<file path="config.mk">
export PLATFORM = sky130hd
export DESIGN_NAME = srl16_fifo_ctrl
export DESIGN_NICKNAME = d
export VERILOG_FILES = /design/src/rtl/srl16_fifo_ctrl.sv
export SDC_FILE = /design/constraint.sdc
export NUM_CORES = 1
export LEC_CHECK = 0
export CORE_MARGIN = 3
export CORE_UTILIZATION = 43
export DETAILED_ROUTE_END_ITERATION = 10
export PLACE_DENSITY = 0.85
export SLEW_MARGIN = 20
export SYNTH_ARGS = -nofsm -noshare
export SYNTH_HDL_FRONTEND = slang
export SYNTH_SLANG_ARGS = --single-unit
</file>
<file path="constraint.sdc">
create_clock -name CLK -period 2.96 [get_ports CLK]
set_input_delay 0.296 -clock CLK [delete_from_list [all_inputs] [get_ports CLK]]
set_output_delay 0.296 -clock CLK [all_outputs]
set_load 0.01 [all_outputs]
</file>
<file path="src/rtl/srl16_fifo_ctrl.sv">
// srl16_fifo_ctrl: ready/valid FIFO controller around an external bank of WIDTH SRL16E primitives
// Ports: CLK clock, RST sync active-high reset; S_DATA/S_VALID/S_READY upstream stream;
//   M_DATA/M_VALID/M_READY registered downstream stream; SRL_D/SRL_CE/SRL_A shift data, shift enable
//   and read address to the bank, SRL_Q bank outputs; LEVEL entries held (0..17); AFULL LEVEL >= AFULL_LVL.
// Define SRL16_FIFO_BYPASS_EN to load a word arriving at an empty FIFO straight into M_DATA.
module srl16_fifo_ctrl #(
  parameter int WIDTH = 8,
  parameter int AFULL_LVL = 12
) (
  input  logic             CLK,
  input  logic             RST,
  input  logic [WIDTH-1:0] S_DATA,
  input  logic             S_VALID,
  output logic             S_READY,
  output logic [WIDTH-1:0] M_DATA,
  output logic             M_VALID,
  input  logic             M_READY,
  output logic [WIDTH-1:0] SRL_D,
  output logic             SRL_CE,
  output logic [3:0]       SRL_A,
  input  logic [WIDTH-1:0] SRL_Q,
  output logic [4:0]       LEVEL,
  output logic             AFULL
);
  localparam logic [4:0] AF = 5'(AFULL_LVL);
  logic [4:0] cnt, cnt_nxt, level_nxt, cnt_m1;
  logic out_v, out_v_nxt, push, pop, byp, shift;
  assign S_READY = !RST && cnt < 5'd16;
  assign push = S_VALID && S_READY;
  // the oldest SRL entry sits at index cnt-1; output stage refills whenever it is empty or draining
  assign pop = cnt != 5'd0 && (!out_v || M_READY);
`ifdef SRL16_FIFO_BYPASS_EN
  assign byp = push && cnt == 5'd0 && (!out_v || M_READY);
`else
  assign byp = 1'b0;
`endif
  assign shift = push && !byp;
  assign cnt_m1 = cnt - 5'd1;
  assign SRL_CE = shift;
  assign SRL_D = S_DATA;
  assign SRL_A = cnt == 5'd0 ? 4'h0 : cnt_m1[3:0];
  assign M_VALID = out_v;
  always_comb begin
    cnt_nxt = cnt + {4'd0, shift} - {4'd0, pop};
    out_v_nxt = (pop || byp) ? 1'b1 : (M_READY ? 1'b0 : out_v);
    level_nxt = cnt_nxt + {4'd0, out_v_nxt};
  end
  always_ff @(posedge CLK) begin
    if (RST) begin
      cnt <= 5'd0;
      out_v <= 1'b0;
      LEVEL <= 5'd0;
      AFULL <= 1'b0;
    end else begin
      cnt <= cnt_nxt;
      out_v <= out_v_nxt;
      LEVEL <= level_nxt;
      AFULL <= level_nxt >= AF;
    end
  end
  // SRL_Q is read before the shift lands, so a simultaneous push cannot corrupt the popped word
  always_ff @(posedge CLK) begin
    if (!RST && (pop || byp)) M_DATA <= pop ? SRL_Q : S_DATA;
  end
endmodule

</file>
# Word-level counts from Yosys, hierarchy flattened
# Cells that the tools add are included.
[op_classes]
n_addsub = 4
order_cmp = 2
muxes = 4
n_reduce_logical = 9
[op_table]
columns = ["operator", "count"]
rows = [
  ["$add 5x1->5", 2],
  ["$mux 8", 1],
  ["$ge 5x4->1 const B", 1],
  ["$logic_not 5->1", 1],
  ["$lt 5x5->1 const B", 1],
  ["$reduce_bool 5->1", 1],
  ["$sub 5x1->5", 1],
  ["$logic_and 1x1->1", 4],
  ["$mux 4", 1],
  ["$sub 4x1->4 const B", 1],
  ["$logic_not 1->1", 2],
  ["$mux 1", 2],
  ["$logic_or 1x1->1", 1],
]
[totals]
reg_bits = 20
input_bits = 20
out_inout_bits = 29
wordCells = 24

# Longest topological paths before layout
[logic_depth]
ltp_word = 7
mapped_depth = 15
ltp_nobuf = 14

# Least setup slack after synthesis
# Ideal clock, no wire load.
[synth_timing]
path_type = "register to register"
startpoint = "register cnt[1]"
endpoint = "register AFULL"
setup_ps = 70
t_arrival_ps = 2568
t_required_ps = 2890
path_slack_ps = 322
path_stages_with_launch = 16
path_buffers = 1
period_less_slack_ps = 2638
path_cell_list = "dfxtp_1 inv_1 ha_1 inv_1 o21ai_1 buf_2 nand2_1 nand2_1 ha_1 inv_1 fa_1 xor2_1 or3_1 mux2i_1 a311oi_1 o2bb2ai_1"
[synth_between]
elab_chain_len = 7
word_cells_on_any_way = 10
classes_between = "3 x add/sub; 2 x order compare; 1 x mux; 4 x reduce/logical"
[synth_rtl]
columns = ["item", "line", "rtl"]
rows = [
  ["start, declared", "26", "logic [4:0] cnt, cnt_nxt, level_nxt, cnt_m1;"],
  ["start signal, assigned", "55", "cnt <= cnt_nxt;"],
  ["$lt 5x5->1", "28", "assign S_READY = !RST && cnt < 5'd16;"],
  ["$logic_and 1x1->1", "28", ""],
  ["$logic_and 1x1->1", "29", "assign push = S_VALID && S_READY;"],
  ["$add 5x1->5", "44", "cnt_nxt = cnt + {4'd0, shift} - {4'd0, pop};"],
  ["$sub 5x1->5", "44", ""],
  ["$add 5x1->5 (*)", "46", "level_nxt = cnt_nxt + {4'd0, out_v_nxt};"],
  ["$ge 5x4->1 (*)", "58", "AFULL <= level_nxt >= AF;"],
  ["end signal, assigned", "53", "AFULL <= 1'b0;"],
  ["end signal, assigned", "58", ""],
  ["end, declared", "23", "output logic AFULL"],
]
# Every way passes the cells marked *; elsewhere a longest branch is shown, timed or not.
# A chain may end at the register's enable or synchronous reset.

# Final worst setup path
# Ends and elaborated chain as after synthesis.

==> impl_metrics.env <==
export IMPL_final_common_cell="clkdlybuf4s50_1"
export IMPL_finalSetupTns_ns=0
export IMPL_ys_seq_area_share_pct=39.8
export IMPL_cp_required_ns=3.20
export IMPL_fin_crit_ns=2.72
export IMPL_cts_root_buf="clkbuf_4"
export IMPL_ctsResizeCount=0
export IMPL_io_pins=49
export IMPL_drcViolationCount=0
export IMPL_crit_arrival_ns=2.96
export IMPL_dpl_hpwl_um=2140
export IMPL_grt_start_max_net_pins=15
export IMPL_crit_fanout=5
export IMPL_synth_main_ff_cell="dfxtp_1"
export IMPL_wirelength_um=2630
export IMPL_start_util_pct=47.0
export IMPL_via_count=976
export IMPL_place_inst=191
export IMPL_grt_first_pass_wirelength_um=4290
export IMPL_synth_seq_cells=20
export IMPL_netlist_area_um2=1210
export IMPL_final_area_um2=1740
export IMPL_synth_compound_area_share_pct=6.53
export IMPL_diodes=0
export IMPL_worstSetupStartpointType="flop"
export IMPL_drt_iter0_drc=10
export IMPL_synth_nets=152
export IMPL_rsz0062_at_grt="no"
export IMPL_critical_path_class="flop to flop"
export IMPL_vdd_drop_max_v=0.00106
export IMPL_overflow=0
export IMPL_fin_crit_sh_pct=91.8
export IMPL_vias_per_cell=5.01
export IMPL_post_cts_buffers=0
export IMPL_dpl_instance_area_um2=1670
export IMPL_tightest_slew_ns=0.625
export IMPL_maxCapViolations=0
export IMPL_synthXorXnorAreaFrac_pct=7.25
export IMPL_dieArea_um2=3480
export IMPL_skew_ns=0.000985
export IMPL_ctsHtreeMaxLevel=1
export IMPL_dr_pass1_iters=2
export IMPL_slew_headroom_pct=58.1
export IMPL_slew_violations=0
export IMPL_synth_edf_count=8
export IMPL_async_flop_share_pct=0
export IMPL_most_common_layout_cells="48 x clkdlybuf4s50_1, 13 x nor2_1, 12 x dfxtp_1"
export IMPL_clockBufferDepth=2
export IMPL_synth_top_family_by_area="simple AND/OR/NAND/NOR gates"
export IMPL_cts_buffers=3
export IMPL_routabilityCongestion=0.831
export IMPL_clock_latency_ns=0.30
export IMPL_clkSinkCount=20
export IMPL_drive_above_1_share_pct=16.4
export IMPL_yosysWarnings=0
export IMPL_fp_coreArea_um2=2570
export IMPL_hold_violations=0
export IMPL_syn_to_final_growth_pct=43.8
export IMPL_power_density_nw_per_um2=1340
export IMPL_fin_cells=195
export IMPL_cts_hold_buf=0
export IMPL_antenna_left=0
export IMPL_worstSetupEndpointType="flop"
export IMPL_port_buffers=48
export IMPL_antenna_found_initial=0
export IMPL_layout_nets=197
export IMPL_hp_class="flop to flop"
export IMPL_cts_tree="built"
export IMPL_syn_avg_cell_area_um2=9.98
export IMPL_track_usage_pct=15.9
export IMPL_syn_inst=121
export IMPL_synth_area_mux_share_pct=8.29
export IMPL_die_w_um=59.0
export IMPL_hold_ws_ns=0.583
export IMPL_grt_pass1_vias=1002
export IMPL_yosys_cell_types_count=35
export IMPL_status="complete, no violations"
export IMPL_clock_fmax_mhz=368
export IMPL_path_clk_slew_ns=0.11
export IMPL_power_leakage_nw=0.701
export IMPL_setup_viol=0
export IMPL_routedWlPerCell_um=13.5
export IMPL_rows=18
export IMPL_synthAdderAreaFrac_pct=12.0
export IMPL_yosys_area_share_simple_pct=16.1
export IMPL_die_y_um=59.0
==> synthesized netlist by cell type (2+ instances only) <==
cell	count	area [um^2]
mux2_2	8	90.1
nor3_2	2	20.0
xor2_1	2	17.5
nand2_1	7	26.3
nor2_1	13	48.8
nor2b_1	4	25.0
nand2b_1	3	18.8
xnor2_1	8	70.1
dfxtp_1	12	240
edfxtp_1	8	240
nand3_1	3	15.0
ha_1	10	125
buf_4	8	60.1
a21oi_1	3	15.0
inv_1	10	37.5
==> layout make-up <==
class / instances / area [um^2]
Fill cell: 200 / 831
Clock buffer: 3 / 22.5
Timing Repair Buffer: 51 / 503
Tap cell: 30 / 37.5
Clock inverter: 1 / 30.0
Multi-Input combinational cell: 79 / 622
Sequential cell: 20 / 480
Inverter: 11 / 41.3
==> through the flow <==
| stage | setup WS (ns) | util [%] | total power, mW |
|---|---|---|---|
| 6_report | 0.244 | 67.6 | 2.34 |
| 2_1_floorplan | 0.322 | - | 1.58 |
| 4_1_cts | 0.125 | 67.0 | 2.31 |
| 3_5_place_dp | 0.0772 | 65.0 | 2.08 |
| 5_1_grt | 0.00656 | 67.6 | 2.55 |
| 3_3_place_gp | 0.170 | 65.0 | 2.03 |
==> registers in the layout, summed over array words and instances, names as in the netlist <==
register	cells
cnt	5
AFULL	1
M_DATA	8
LEVEL	5
M_VALID	1
==> critical path, stage by stage (launching register included) <==
cell and delay (ns):
dfxtp_1 0.42, inv_1 0.12, ha_1 0.22, inv_1 0.09, o21ai_2 0.08, nand2b_1 0.18
nand2_1 0.08, ha_1 0.16, inv_1 0.06, fa_2 0.39, xor2_1 0.18, or3_1 0.31
mux2i_1 0.15, a311oi_1 0.07, o2bb2ai_1 0.15
==> per-layer routing <==
layer	GRT usage [%]	vias to the layer above	wire [um]	share of wire [%]
met5	0	-	0	0
met4	4.85	0	17	0.65
met3	4.58	2	322	12
met2	30.8	44	1270	48
met1	16.0	444	1020	39
li1	-	486	-	-
==> worst paths after layout <==
check,end,cells past startpoint,slack [ns],startpoint
worst min-delay path,M_VALID$_SDFF_PP0_,2,0.58,M_VALID$_SDFF_PP0_
worst max-delay path,AFULL$_SDFF_PP0_,14,0.24,cnt[1]$_SDFF_PP0_
worst min register to register,M_VALID$_SDFF_PP0_,2,0.58,M_VALID$_SDFF_PP0_
worst max register to register,AFULL$_SDFF_PP0_,14,0.24,cnt[1]$_SDFF_PP0_
==> logic make-up after synthesis <==
kind of cell | after synthesis
buffers and inverters | 22
AND/OR/NAND/NOR | 38
flip-flops | 20
adder cells (fa/ha/maj) | 11
multiplexers | 9
AO/OA/AOI/OAI | 11
XOR/XNOR | 10
==> power by group <==
part	internal, mW	switching, mW
logic	0.848	0.800
registers	0.419	0.0457
clock network	0.137	0.0860
total	1.40	0.932
No activity file was read; power rests on OpenSTA's default activity.
